[src/rtl/pipeline_sequencer.sv]
// +----------------------------------------------------------------------------+
// | pipeline_sequencer: hazard, forwarding and stall/kill control for F-DX-W.   |
// | Revision: 1.0                                                              |
// +----------------------------------------------------------------------------+
`default_nettype none

module pipeline_sequencer #(
    parameter int REDIRECT_BUBBLES = 1,
    parameter int CNT_W            = 16
) (
    input  logic             clk,
    input  logic             rst_n,
    input  logic             dx_valid_i,
    input  logic [4:0]       dx_rs1_i,
    input  logic [4:0]       dx_rs2_i,
    input  logic             dx_use_rs1_i,
    input  logic             dx_use_rs2_i,
    input  logic [4:0]       dx_rd_i,
    input  logic             dx_reg_write_i,
    input  logic             dx_mem_op_i,
    input  logic             dx_is_load_i,
    input  logic             dx_redirect_i,
    input  logic             imem_ready_i,
    input  logic             dmem_ack_i,
    input  logic             cnt_clr_i,
    output logic             pc_en_o,
    output logic             dx_en_o,
    output logic             dx_kill_o,
    output logic             w_en_o,
    output logic             dmem_req_o,
    output logic [1:0]       fwd_a_o,
    output logic [1:0]       fwd_b_o,
    output logic [CNT_W-1:0] stall_cnt_o,
    output logic [CNT_W-1:0] flush_cnt_o
);

    typedef enum logic [1:0] {
        ST_RUN        = 2'd0,
        ST_MEM_WAIT   = 2'd1,
        ST_REDIRECT   = 2'd2,
        ST_FETCH_WAIT = 2'd3
    } state_t;

    localparam logic [1:0] BUBBLES = 2'(REDIRECT_BUBBLES);

    state_t           state_q, state_d;
    logic [1:0]       bub_q, bub_d;
    logic             w_valid_q, w_reg_write_q, w_mem_op_q, w_is_load_q, w_done_q;
    logic [4:0]       w_rd_q;
    logic [CNT_W-1:0] stall_cnt_q, flush_cnt_q;
    logic             mem_stall;
    logic             kill_in_flight;

    assign dmem_req_o     = w_valid_q & w_mem_op_q & ~w_done_q;
    assign mem_stall      = dmem_req_o & ~dmem_ack_i;
    // Whatever sits in DX while redirecting is a wrong-path fetch.
    assign kill_in_flight = (state_q == ST_REDIRECT);
    assign stall_cnt_o    = stall_cnt_q;
    assign flush_cnt_o    = flush_cnt_q;

    // MEM_WAIT and FETCH_WAIT share the RUN evaluation once the pipe may move,
    // so a redirect held in DX across a memory wait is taken on the ack cycle.
    always_comb begin
        state_d   = state_q;
        bub_d     = bub_q;
        pc_en_o   = 1'b1;
        dx_en_o   = 1'b1;
        w_en_o    = 1'b1;
        dx_kill_o = 1'b0;
        if (mem_stall) begin
            pc_en_o = 1'b0;
            dx_en_o = 1'b0;
            w_en_o  = 1'b0;
            if (state_q == ST_RUN) state_d = ST_MEM_WAIT;
        end else if (state_q == ST_REDIRECT) begin
            dx_kill_o = 1'b1;
            pc_en_o   = imem_ready_i;
            bub_d     = bub_q - 2'd1;
            if (bub_q <= 2'd1) state_d = ST_RUN;
        end else if (dx_valid_i && dx_redirect_i) begin
            dx_kill_o = ~imem_ready_i;
            state_d   = ST_REDIRECT;
            bub_d     = BUBBLES;
        end else if (!imem_ready_i) begin
            pc_en_o   = 1'b0;
            dx_kill_o = 1'b1;
            state_d   = ST_FETCH_WAIT;
        end else begin
            state_d = ST_RUN;
        end
    end

    always_comb begin
        fwd_a_o = 2'b00;
        fwd_b_o = 2'b00;
        if (w_valid_q && w_reg_write_q && (w_rd_q != 5'd0)) begin
            if (dx_use_rs1_i && (w_rd_q == dx_rs1_i)) fwd_a_o = w_is_load_q ? 2'b10 : 2'b01;
            if (dx_use_rs2_i && (w_rd_q == dx_rs2_i)) fwd_b_o = w_is_load_q ? 2'b10 : 2'b01;
        end
    end

    always_ff @(posedge clk or negedge rst_n) begin
        if (!rst_n) begin
            state_q       <= ST_REDIRECT;
            bub_q         <= BUBBLES;
            w_valid_q     <= 1'b0;
            w_rd_q        <= 5'd0;
            w_reg_write_q <= 1'b0;
            w_mem_op_q    <= 1'b0;
            w_is_load_q   <= 1'b0;
            w_done_q      <= 1'b0;
            stall_cnt_q   <= '0;
            flush_cnt_q   <= '0;
        end else begin
            state_q <= state_d;
            bub_q   <= bub_d;
            if (w_en_o) begin
                w_valid_q     <= dx_valid_i & ~kill_in_flight;
                w_rd_q        <= dx_rd_i;
                w_reg_write_q <= dx_reg_write_i;
                w_mem_op_q    <= dx_mem_op_i;
                w_is_load_q   <= dx_is_load_i;
                w_done_q      <= 1'b0;
            end else if (dmem_req_o && dmem_ack_i) begin
                w_done_q <= 1'b1;
            end
            if (cnt_clr_i) begin
                stall_cnt_q <= '0;
                flush_cnt_q <= '0;
            end else begin
                if (!pc_en_o) stall_cnt_q <= stall_cnt_q + CNT_W'(1);
                if (dx_kill_o && kill_in_flight) flush_cnt_q <= flush_cnt_q + CNT_W'(1);
            end
        end
    end

endmodule

`default_nettype wire

[config.mk]
export PLATFORM = sky130hd
export DESIGN_NAME = pipeline_sequencer
export DESIGN_NICKNAME = d
export VERILOG_FILES = /design/src/rtl/pipeline_sequencer.sv
export SDC_FILE = /design/constraint.sdc
export NUM_CORES = 1
export LEC_CHECK = 0
export BUFFER_PORTS_ARGS = -buffer_cell sky130_fd_sc_hd__buf_2
export CAP_MARGIN = 20
export CORE_AREA = 3 3 72 74
export DETAILED_ROUTE_END_ITERATION = 10
export DIE_AREA = 0 0 75 77
export PLACE_DENSITY = 0.8
export RECOVER_POWER = 25
export SLEW_MARGIN = 15
export SYNTH_ARGS = -nofsm -noshare
export SYNTH_HDL_FRONTEND = slang
export SYNTH_SLANG_ARGS = --single-unit
[constraint.sdc]
create_clock -name clk -period 1.87 [get_ports clk]
set_clock_uncertainty 0.15 [all_clocks]
set_input_delay 0 -clock clk [delete_from_list [all_inputs] [get_ports clk]]
set_output_delay 0 -clock clk [all_outputs]
set_load 0.02 [all_outputs]
# Word level (Yosys, flattened, before mapping)
# Cells that the tools add are included.
[classes] n_shift=0 n_eq_ne=7 n_mux=28 reduce_logical=13 bitwise_logic=9 n_div=0 order_cmp=1 mul=0 n_addsub=3
[ops] cell="$mux W16" n=4
[ops] cell="$add A16 B1 Y16 const B" n=2
[ops] cell="$mux W2" n=13
[ops] cell="$mux W1" n=11
[ops] cell="$eq A5 B5 Y1" n=2
[ops] cell="$logic_and A1 B1 Y1" n=7
[ops] cell="$not A1 Y1" n=5
[ops] cell="$reduce_bool A5 Y1" n=1
[ops] cell="$and A1 B1 Y1" n=4
[ops] cell="$ne A2 B1 Y1 const B" n=2
[ops] cell="$reduce_and A2 Y1" n=2
[ops] cell="$reduce_bool A2 Y1" n=2
[ops] cell="$ne A3 B2 Y1 const B" n=1
[ops] cell="$eq A2 B2 Y1 const B" n=1
[ops] cell="$le A2 B1 Y1 const B" n=1
[ops] cell="$logic_not A2 Y1" n=1
[ops] cell="$ne A2 B2 Y1 const B" n=1
[ops] cell="$sub A2 B1 Y2 const B" n=1
[word_totals] mem_bits_ro=0 register_bits=46 mem_count=0 ramBits=0 output_inout_bits=41 latch_bits=0 in_bits=27 wordCells=71

# Logic depth before layout (Yosys ltp)
# Gate-level depths: netlist of run 1.
[depth] ltp_word=7 depth_mapped=7 mapped_depth_nobuf=6

# Worst setup path before layout of run 1
# OpenSTA, ideal clock, no wires.
[synth_path] path_kind="register to register" start="register state_q[1]" end="register flush_cnt_q[10], in the netlist flush_cnt_o[10]" required_ns=1.642 path_slack_ns=0.165 arrival_ns=1.476 path_stages_with_launch=6 period_less_slack_ns=1.705 cell_sequence="dfstp_2 > and2b_1 > and3_4 > nand4_4 > or3_1 > a21oi_1"
[synth_between] elab_chain_cells=5
[synth_lines] element="from (decl)" line_no="46" source="state_t state_q, state_d;"
[synth_lines] element="from (signal assigned)" line_no="115" source="state_q <= state_d;"
[synth_lines] element="$eq A2 B2 Y1 (*)" line_no="57, 75"
[synth_lines] element="$mux W1" line_no="75" source="end else if (state_q == ST_REDIRECT) begin"
[synth_lines] element="$mux W1" line_no="70" source="if (mem_stall) begin"
[synth_lines] element="$logic_and A1 B1 Y1 (*)" line_no="132" source="if (dx_kill_o && kill_in_flight) flush_cnt_q <= flush_cnt_q + CNT_W'(1);"
[synth_lines] element="$reduce_bool A2 Y1 (no source line) (*)"
[synth_lines] element="to (signal assigned)" line_no="132"
[synth_lines] element="to (decl)" line_no="50" source="logic [CNT_W-1:0] stall_cnt_q, flush_cnt_q;"
# Mark *: on every way between the ends. The rest lies on a longest branch, timed or not.
# A chain may end at the register's enable or synchronous reset.

# Final worst setup path of run 1
[layout_path] start="register w_rd_q[3]" end="output fwd_a_o[0]"
[layout_between] elab_chain_cells=4 word_cells_on_any_way=6 cone_classes="1 x eq/ne; 2 x mux; 3 x reduce/logical"
[layout_lines] element="from (decl)" line_no="49" source="logic [4:0] w_rd_q;"
[layout_lines] element="from (signal assigned)" line_no="119" source="w_rd_q <= dx_rd_i;"
[layout_lines] element="$eq A5 B5 Y1" line_no="97" source="if (dx_use_rs1_i && (w_rd_q == dx_rs1_i)) fwd_a_o = w_is_load_q ? 2'b10 : 2'b01;"
[layout_lines] element="$logic_and A1 B1 Y1" line_no="97"
[layout_lines] element="$mux W2" line_no="97"
[layout_lines] element="$mux W2 (*)" line_no="96" source="if (w_valid_q && w_reg_write_q && (w_rd_q != 5'd0)) begin"
[layout_lines] element="to (decl)" line_no="31" source="output logic [1:0] fwd_a_o,"
# Marked as above.

==> flow_summary.json, run 1 <==
{
  "synthArstFlopShare_pct": 100,
  "fmax_ghz": 0.514,
  "layout-drive-gt1-share_pct": 30.1,
  "period_share_pct": 104,
  "power.density_nw_per_um2": 726,
  "critPathKind": "reg -> out",
  "antenna_cells": 0,
  "synth_top_area_share_pct": 46.2,
  "cts_tree": "built",
  "cp.required_ps": 1720,
  "critPathMaxFanout": 4,
  "leakage_nw": 1.53,
  "yosys-top-cells-area": "dfrtp_1 46%, xor2_1 9.6%, nand2_1 5.8%, nor2_1 4.6%, o2111ai_1 3.3%",
  "cts_max_path_buffers": 2,
  "status": "finished with violations",
  "instances_no_fill": 396,
  "violations": "setup timing",
  "synth_edf_count": 0,
  "cts.sinks": 46,
  "drt-initial-drc-count": 147,
  "antenna_found_initial": 0,
  "dr.pass1.iters": 4,
  "post-route-min-period_ps": 1950,
  "p_comb_share_pct": 23.1,
  "first_global_vias": 1979,
  "worst-path-stages": 6,
  "hold_viol_final": 0,
  "globalRouteOverflowTotal": 0,
  "grt_usage_pct": 19.4,
  "switchingPower_uw": 659,
  "htree_levels": 2,
  "drt-total-wl_um": 5410,
  "io_buffers": 67,
  "layout_common_cells": "64 x buf_2, 44 x dfrtp_1, 36 x nand2_1, 28 x nor2_1, 26 x xor2_1",
  "die_x_um": 75,
  "ir_drop_mv": 0.503,
  "die-area_sq_um": 5780,
  "critical_path.top_delay_family": "simple AND/OR/NAND/NOR gates",
  "gp_congestion": 0.784,
  "rsz0062_at_grt": "yes",
  "pwr-share-seq_pct": 51.5,
  "syn_inst": 248,
  "p_clk_share_pct": 25.4,
  "cp.buffers_inverters": 2,
  "fin_nets": 371,
  "cp-start-kind": "register",
  "reg2regPathDepth": 5,
  "worstSkewPairLatency_ps": 290,
  "start_util_pct": 51.1,
  "dpl.hpwl_um": 3670,
  "syn_nets": 278,
  "numCtsBuffers": 5,
  "drc_errors": 0,
  "yosysWarnings": 0,
  "grt_pass1_wl_um": 8950,
  "cp-end-kind": "output pin",
  "whs_path_depth": 5,
  "rows": 25,
  "dp_slack_ps": 50.3,
  "final_common_cell": "buf_2",
  "vias": 2126,
  "core_area_sq_um": 4660,
  "fill_cells": 375,
  "drv_cap": 0,
  "syn_area_sq_um": 2380,
  "yosysSeqAreaShare_pct": 48.4,
  "wl_per_cell_um": 13.7,
  "crit_chain": "buf_6, xor2_1, nor4_1, nand3_1, nor3_2, buf_4",
  "syn2layout_area_growth_pct": 29.9,
  "switching_share_pct": 29.3,
  "io_pins": 68,
  "slowest_delay_ps": 440,
  "drv_slew": 0,
  "cts-root-buf": "clkbuf_8",
  "die_height_um": 77,
  "viasPerCell": 5.37,
  "yosysTopAreaCell": "dfrtp_1",
  "ys_types": 40,
  "placed_cells": 366,
  "clk_pin_slew_ps": 80,
  "crit_slowest_cell": "dfrtp_1",
  "arrival_ps": 1800,
  "grt_max_degree": 47,
  "postRouteAntennaNets": 0,
  "cellInternalPower_mw": 1.59,
  "syn_area_per_cell_sq_um": 9.61,
  "regArea_sq_um": 1150,
  "fin_ws_ps": -75.4,
  "max_slew_margin_pct": 26.4,
  "worst_pin_slew_ps": 1100,
  "hp-class": "in -> reg",
  "synthFlopType": "dfrtp_1",
  "finalSetupViolations": 4,
  "synth_seq_cells": 46,
  "multi_input_area_sq_um": 1170
}
==> registers in the layout, summed over array words and instances (netlist names) <==
| name | cells |
|---|---|
| w_is_load_q | 1 |
| w_done_q | 1 |
| state_q | 2 |
| w_mem_op_q | 1 |
| w_rd_q | 5 |
| w_reg_write_q | 1 |
| w_valid_q | 1 |
| bub_q | 2 |
| flush_cnt_o | 16 |
| stall_cnt_o | 16 |
==> cells by family after synthesis <==
logic type / count (synthesis) / share of synthesized area, %
AO/OA/AOI/OAI: 38 / 10.8
adder cells (fa/ha/maj): 3 / 1.58
XOR/XNOR: 35 / 12.9
buffers and inverters: 16 / 3.47
AND/OR/NAND/NOR: 109 / 22.7
flip-flops: 46 / 48.4
other: 1 / 0.157
==> per-stage QoR <==
| step | instance area [sq um] | power (mW) | setup TNS (ps) | hold slack, ps | util, % |
|---|---|---|---|---|---|
| floorplan | 2380 | 1.47 | 0 | -446 | - |
| global placement | 2780 | 1.60 | 0 | -34.2 | 59.6 |
| detailed placement | 2780 | 1.62 | 0 | -25.2 | 59.6 |
| CTS | 3030 | 2.23 | -389 | 14.5 | 64.9 |
| global route | 3090 | 2.39 | -650 | 55.4 | 66.4 |
| finish | 3090 | 2.25 | -246 | 23.9 | 66.4 |
==> tightest hold or removal path, cell delays in order <==
cell and delay (ps):
buf_2 120, nand2_1 100, nand2_1 60, nand2_1 80
o21ai_0 80
==> layer usage <==
metal  GRT usage [%]  share of wire, %  vias to the layer above  wire, um
met1            26.3                44                     1028      2370
li1                -                 -                     1033         -
met5               0                 0                        -         0
met3            3.41               5.3                        7       286
met2            31.7                49                       58      2680
met4            4.98               1.3                        0        73
==> layout make-up <==
type                    instances  area share, %
multi-input cells             186           37.7
flip-flops and latches         46           37.3
repair buffers                 96           19.5
clock buffers                   8           2.59
well taps                      54           2.18
inverters                       6          0.728
==> cell usage after synthesis (5+ instances only) <==
library cell   n
or3_1          5
nor2_1        29
nor3_1         6
dfrtp_1       44
nand2_1       37
and3_1         8
o21ai_0        9
xor2_1        26
inv_1          5
a21oi_1       10
nand3_1        7
xnor2_1        9
o2111ai_1      9
==> final timing paths <==
check / slack [ps] / endpoint / startpoint
worst max-delay path: -80 / fwd_a_o[0] / w_rd_q[3]
worst min-delay path: 20 / bub_q[0] / dx_redirect_i
worst max register to register: 80 / flush_cnt_o[14] / state_q[1]
worst min register to register: 330 / w_reg_write_q / w_reg_write_q
max in group asynchronous: 520 / stall_cnt_o[5] / rst_n
min in group asynchronous: 380 / stall_cnt_o[8] / rst_n
==> power by group through the flow <==
stage / Sequential [mW] / Combinational, mW / Clock [mW]
floorplan: 1.19 / 0.284 / 0
global placement: 1.17 / 0.425 / 0
detailed placement: 1.18 / 0.441 / 0
CTS: 1.16 / 0.480 / 0.591
global route: 1.17 / 0.582 / 0.641
finish: 1.16 / 0.519 / 0.569
==> repair_timing <==
item / in CTS / in global routing
hold buffers: 12 / 0
gates cloned: 0 / 0
pin swaps: 5 / 8
hold endpoints to repair: 55 / 0
buffers inserted: 5 / 5
gates resized for setup: 3 / 7
setup endpoints to repair: 5 / 8
Power figures use the tool's default switching activity.
==> run 2: changes to the inputs <==
--- a/config.mk
+++ b/config.mk
@@ -5,13 +5,15 @@
 export SDC_FILE = /design/constraint.sdc
 export NUM_CORES = 1
 export LEC_CHECK = 0
+export ABC_AREA = 1
 export BUFFER_PORTS_ARGS = -buffer_cell sky130_fd_sc_hd__buf_2
 export CAP_MARGIN = 20
-export CORE_AREA = 3 3 72 74
+export CORE_AREA = 3 3 75 77
 export DETAILED_ROUTE_END_ITERATION = 10
-export DIE_AREA = 0 0 75 77
+export DIE_AREA = 0 0 78 80
 export PLACE_DENSITY = 0.8
 export RECOVER_POWER = 25
+export REMOVE_ABC_BUFFERS = 1
 export SLEW_MARGIN = 15
 export SYNTH_ARGS = -nofsm -noshare
 export SYNTH_HDL_FRONTEND = slang
==> run 2 against run 1 <==
Sequential cell count did not move. Non-clock buffer count shrank 8. Final area grew 5.7%. Die area is 8.1% higher. Worst hold slack better by 1.8 ps. Critical endpoint is now dx_kill_o. Final cell count up 32%. The flow now finishes without violations. Clock power down 1%. Largest power group unchanged. Largest cell class unchanged. Combinational power grew 7.5%. Global-route usage up 0.67 points. Critical path depth increased by 1. Core utilization decreased by 1.9 points.
==> flow_summary.json, run 2 <==
{
  "status": "complete, no violations",
  "max_slew_margin_pct": 24.7,
  "synth_edf_count": 0,
  "hold_end": "state_q[1]",
  "whs_path_depth": 5,
  "drt-initial-drc-count": 151,
  "cellInternalPower_mw": 1.54,
  "yosys-top-cells-area": "dfrtp_1 42%, nand2_1 15%, nor2_1 7.9%, nand3_1 5.9%, inv_1 5.7%",
  "critical_path.top_delay_family": "buffers and inverters",
  "drc_errors": 0,
  "period_share_pct": 93.2,
  "r2r-start": "w_valid_q",
  "cp-end-kind": "output pin",
  "worstSkewPairLatency_ps": 290,
  "cts_tree": "built",
  "synth_top_area_share_pct": 41.6,
  "clk_pin_slew_ps": 80,
  "globalRouteOverflowTotal": 0,
  "drt-total-wl_um": 6000,
  "dr.pass1.iters": 4,
  "yosys.cell_count.top_type": "nand2_1",
  "drv_slew": 0,
  "ys_types": 34,
  "die_x_um": 78,
  "finalSetupViolations": 0,
  "syn2layout_area_growth_pct": 23.5,
  "numCtsBuffers": 5,
  "placed_cells": 501,
  "postCtsSetupBuffers": 0,
  "switchingPower_uw": 719,
  "tns_ps": 0,
  "grt_usage_pct": 20.1,
  "synthArstFlopShare_pct": 100,
  "post-route-min-period_ps": 1740,
  "crit_slowest_cell": "dfrtp_1",
  "syn_area_sq_um": 2650,
  "r2r_slack_ps": 270,
  "vias": 2549,
  "ir_drop_mv": 0.402,
  "gp_congestion": 0.821,
  "power.density_nw_per_um2": 692,
  "postRouteAntennaNets": 0,
  "synthFlopType": "dfrtp_1",
  "slowest_delay_ps": 380,
  "pwr-share-seq_pct": 50.5,
  "hp-start": "dmem_ack_i",
  "p_comb_share_pct": 24.7,
  "leakage_nw": 1.70,
  "cp.required_ps": 1720,
  "cts-root-buf": "clkbuf_8",
  "antenna_found_initial": 0,
  "grt_max_degree": 47,
  "fin_nets": 483,
  "rsz0062_at_grt": "no",
  "startpoint": "w_valid_q",
  "layout-drive-gt1-share_pct": 21.9,
  "final_common_cell": "nand2_1",
  "htree_levels": 2,
  "dpl.hpwl_um": 4320,
  "arrival_ps": 1590,
  "die-area_sq_um": 6240,
  "cts.sinks": 46,
  "io_pins": 68,
  "synthTopCellsByCount": "107 x nand2_1, 56 x nor2_1, 44 x dfrtp_1",
  "instances_no_fill": 523,
  "worst_pin_slew_ps": 1130,
  "cp.buffers_inverters": 3,
  "yosysSeqAreaShare_pct": 43.6,
  "syn_inst": 367,
  "rows": 26,
  "fmax_ghz": 0.574,
  "switching_share_pct": 31.8,
  "synth_seq_cells": 46,
  "hp-class": "in -> reg",
  "yosysTopAreaCell": "dfrtp_1",
  "cp-start-kind": "register",
  "reg2reg_to": "state_q[0]",
  "layout_common_cells": "107 x nand2_1, 67 x buf_2, 55 x nor2_1, 43 x dfrtp_1, 40 x inv_1",
  "core_area_sq_um": 5070,
  "die_height_um": 80,
  "io_buffers": 67,
  "wl_per_cell_um": 11.5,
  "critPathMaxFanout": 16,
  "drv_cap": 0,
  "critPathKind": "reg -> out",
  "p_clk_share_pct": 24.9,
  "syn_area_per_cell_sq_um": 7.22,
  "crit_chain": "nand2_1, nor2_2, nand2_2, buf_4, inv_1, a21oi_1, buf_2",
  "start_util_pct": 52.2,
  "first_global_vias": 2349,
  "hold_viol_final": 0,
  "grt_pass1_wl_um": 10200,
  "cts_max_path_buffers": 2,
  "viasPerCell": 4.87,
  "antenna_cells": 0,
  "reg2regPathDepth": 5,
  "yosysWarnings": 0
}
==> run 2: kinds of logic after synthesis <==
kind of cell | after synthesis | synth area share, %
adder cells (fa/ha/maj) | 3 | 1.42
flip-flops | 46 | 43.6
AO/OA/AOI/OAI | 46 | 9.45
other | 1 | 0.142
buffers and inverters | 51 | 8.83
AND/OR/NAND/NOR | 214 | 34.6
XOR/XNOR | 6 | 1.98
==> run 2: metal layers <==
metal  vias to the layer above  part of all wire [%]  GRT usage [%]
met5                         -                     0              0
li1                       1326                     -              -
met3                         6                   4.5           3.27
met2                        63                    48           36.0
met1                      1154                    46           25.2
met4                         0                   1.1           5.24
==> run 2: what timing repair did <==
item                                    4_1_cts  5_1_grt
endpoints found under the setup margin        0        2
hold buffers                                 15        0
resized for setup                             0        2
endpoints found under the hold margin        60        0
==> run 2: power groups by stage <==
stage	logic, mW	clock network, mW	registers, mW
5_1_grt	0.621	0.624	1.15
6_report	0.558	0.563	1.14
4_1_cts	0.565	0.588	1.14
2_1_floorplan	0.325	0	1.17
3_3_place_gp	0.520	0	1.16
3_5_place_dp	0.535	0	1.16
==> run 2: worst max path at each step <==
stage / to / cells past startpoint
detailed placement: stall_cnt_o[14] / 8
CTS: dx_kill_o / 7
global route: stall_cnt_o[14] / 8
floorplan: stall_cnt_o[3] / 7
global placement: stall_cnt_o[12] / 8
finish: dx_kill_o / 7
==> run 2: layout make-up <==
class,count,area (sq um)
Fill cell,452,1800
Multi-Input combinational cell,270,1260
Sequential cell,46,1150
Timing Repair Buffer,88,528
Inverter,42,158
Tap cell,70,87.6
Clock buffer,5,68.8
Clock inverter,2,10.0
==> run 2: metrics by stage <==
stage | power (mW) | util [%] | instance area, sq um | hold WS [ps] | setup slack [ps]
2_1_floorplan | 1.50 | - | 2570 | -446 | -36.4
3_3_place_gp | 1.68 | 59.9 | 3040 | -27.1 | 290
3_5_place_dp | 1.70 | 59.9 | 3040 | -18.6 | 256
4_1_cts | 2.29 | 64.4 | 3270 | 17.2 | 103
5_1_grt | 2.40 | 64.4 | 3270 | 59.3 | 15.4
6_report | 2.26 | 64.4 | 3270 | 25.7 | 127
==> run 2: worst reg2reg max path: stages, from the launching register on <==
cell and delay [ps]:
dfrtp_1 350, nand2_1 60, nor2_2 100, nand2_2 150, a2bb2oi_1 150, dlygate4sd3_1 560
==> run 3: changes to the inputs <==
--- a/config.mk
+++ b/config.mk
@@ -7,11 +7,12 @@
 export LEC_CHECK = 0
 export ABC_AREA = 1
 export BUFFER_PORTS_ARGS = -buffer_cell sky130_fd_sc_hd__buf_2
-export CAP_MARGIN = 20
-export CORE_AREA = 3 3 75 77
+export CELL_PAD_IN_SITES_DETAIL_PLACEMENT = 0
+export CELL_PAD_IN_SITES_GLOBAL_PLACEMENT = 1
+export CORE_AREA = 3 3 102 80
 export DETAILED_ROUTE_END_ITERATION = 10
-export DIE_AREA = 0 0 78 80
-export PLACE_DENSITY = 0.8
+export DIE_AREA = 0 0 105 83
+export PLACE_DENSITY = 0.79
 export RECOVER_POWER = 25
 export REMOVE_ABC_BUFFERS = 1
 export SLEW_MARGIN = 15
==> run 3 against run 2 <==
Core utilization decreased by 18 points. Final cell count increased by 6.3%. Worst setup slack got worse by 16 ps. Final area increased by 3.0%. Largest cell class unchanged. Critical path depth unchanged. First-iteration DRC count decreased by 29%. Worst hold slack improved by 250 ps. Combinational power increased by 1%. Power increased by 3.8%. Die area increased by 40%. Critical endpoint is now pc_en_o. Wire length increased by 7.5%.
==> flow_summary.json, run 3 (synthesis gave the netlist of run 2 again) <==
{
  "status": "complete, no violations",
  "grt_pass1_wl_um": 11200,
  "dp_slack_ps": 279,
  "dpl.hpwl_um": 4800,
  "cp.buffers_inverters": 4,
  "cts_max_path_buffers": 2,
  "postRouteAntennaNets": 0,
  "viasPerCell": 4.57,
  "cts_tree": "built",
  "hold_viol_final": 0,
  "numCtsBuffers": 5,
  "max_slew_margin_pct": 14.9,
  "finalPower_mw": 2.35,
  "clk_pin_slew_ps": 100,
  "antenna_cells": 0,
  "drt-total-wl_um": 6450,
  "antenna_found_initial": 0,
  "io_pins": 68,
  "arrival_ps": 1610,
  "core_area_sq_um": 7230,
  "gp_congestion": 0.793,
  "die-area_sq_um": 8720,
  "hp-class": "in -> out",
  "drv_cap": 0,
  "holdWs_ps": 272,
  "critical_path.top_delay_family": "flip-flops",
  "start_util_pct": 36.6,
  "crit_chain": "inv_1, nor2_4, o21ai_1, nand2_2, buf_12, inv_1, buf_2",
  "placed_area_sq_um": 3100,
  "post-route-min-period_ps": 1760,
  "layout-drive-gt1-share_pct": 21.1,
  "htree_levels": 2,
  "leakage_nw": 1.72,
  "placed_cells": 531,
  "drt-initial-drc-count": 107,
  "period_share_pct": 94.1,
  "critPathMostFrequentCell": "inv_1",
  "drv_slew": 0,
  "globalRouteOverflowTotal": 0,
  "ir_drop_mv": 0.413,
  "finalSetupViolations": 0,
  "grt_usage_pct": 15.3,
  "vias": 2539,
  "critPathMaxFanout": 24,
  "wl_per_cell_um": 11.6,
  "dr.pass1.iters": 4,
  "fmax_ghz": 0.568,
  "final_common_cell": "nand2_1",
  "critPathKind": "reg -> out",
  "power.density_nw_per_um2": 697,
  "fin_ws_ps": 111,
  "cp.required_ps": 1720,
  "fin_nets": 484,
  "io_buffers": 67,
  "worst_pin_slew_ps": 1280,
  "instances_no_fill": 556,
  "rows": 27,
  "slowest_delay_ps": 540,
  "grt_max_degree": 26,
  "postCtsSetupBuffers": 0,
  "die_height_um": 83,
  "final_area_sq_um": 3370,
  "tns_ps": 0,
  "die_x_um": 105,
  "drc_errors": 0,
  "crit_slowest_cell": "dfstp_2",
  "cts.sinks": 46,
  "post-route-util_pct": 46.6,
  "cp-end-kind": "output pin",
  "rsz0062_at_grt": "no",
  "layout_common_cells": "107 x nand2_1, 66 x buf_2, 56 x nor2_1, 44 x dfrtp_1, 40 x inv_1",
  "first_global_vias": 2402,
  "syn2layout_area_growth_pct": 27.2,
  "cts-root-buf": "clkbuf_8",
  "worstSkewPairLatency_ps": 310,
  "cp-start-kind": "register"
}
==> run 3: worst paths after layout <==
check	start	slack, ps	endpoint	cells past startpoint
setup reg to reg	w_valid_q	250	w_is_load_q	6
min in group asynchronous	rst_n	340	stall_cnt_o[9]	2
hold reg to reg	state_q[1]	340	state_q[1]	2
hold / removal	dx_rs1_i[1]	270	fwd_a_o[0]	5
max in group asynchronous	rst_n	470	w_rd_q[1]	2
setup / recovery	state_q[1]	110	pc_en_o	7
==> run 3: final cells by class <==
cell class / count / area (sq um)
Timing Repair Buffer: 89 / 571
Clock buffer: 5 / 68.8
Sequential cell: 46 / 1150
Inverter: 42 / 158
Multi-Input combinational cell: 270 / 1270
Clock inverter: 3 / 25.0
Fill cell: 742 / 3860
Tap cell: 101 / 126
==> run 3: where the power goes <==
part | switching, mW | internal (mW) | total [mW]
Sequential | 0.0572 | 1.08 | 1.14
Combinational | 0.355 | 0.210 | 0.565
Clock | 0.374 | 0.270 | 0.644
Total | 0.786 | 1.56 | 2.35
==> run 3: tightest hold or removal path: stages <==
cell      delay, ps
buf_2            90
a211oi_1         60
nand3_1          80
nor2_1           40
buf_2           150
==> run 3: layer usage <==
metal	wire, um	global-route usage [%]	up-vias	part of all wire (%)
met4	42	3.22	0	0.65
met2	2770	24.2	49	43
met3	331	3.34	5	5.1
li1	-	-	1332	-
met1	3300	21.7	1153	51
met5	0	0	-	0
==> run 3: repair_timing <==
action | CTS | global route
resized for setup | 0 | 2
hold buffers | 17 | 0
setup endpoints to repair | 0 | 1
endpoints found under the hold margin | 63 | 0
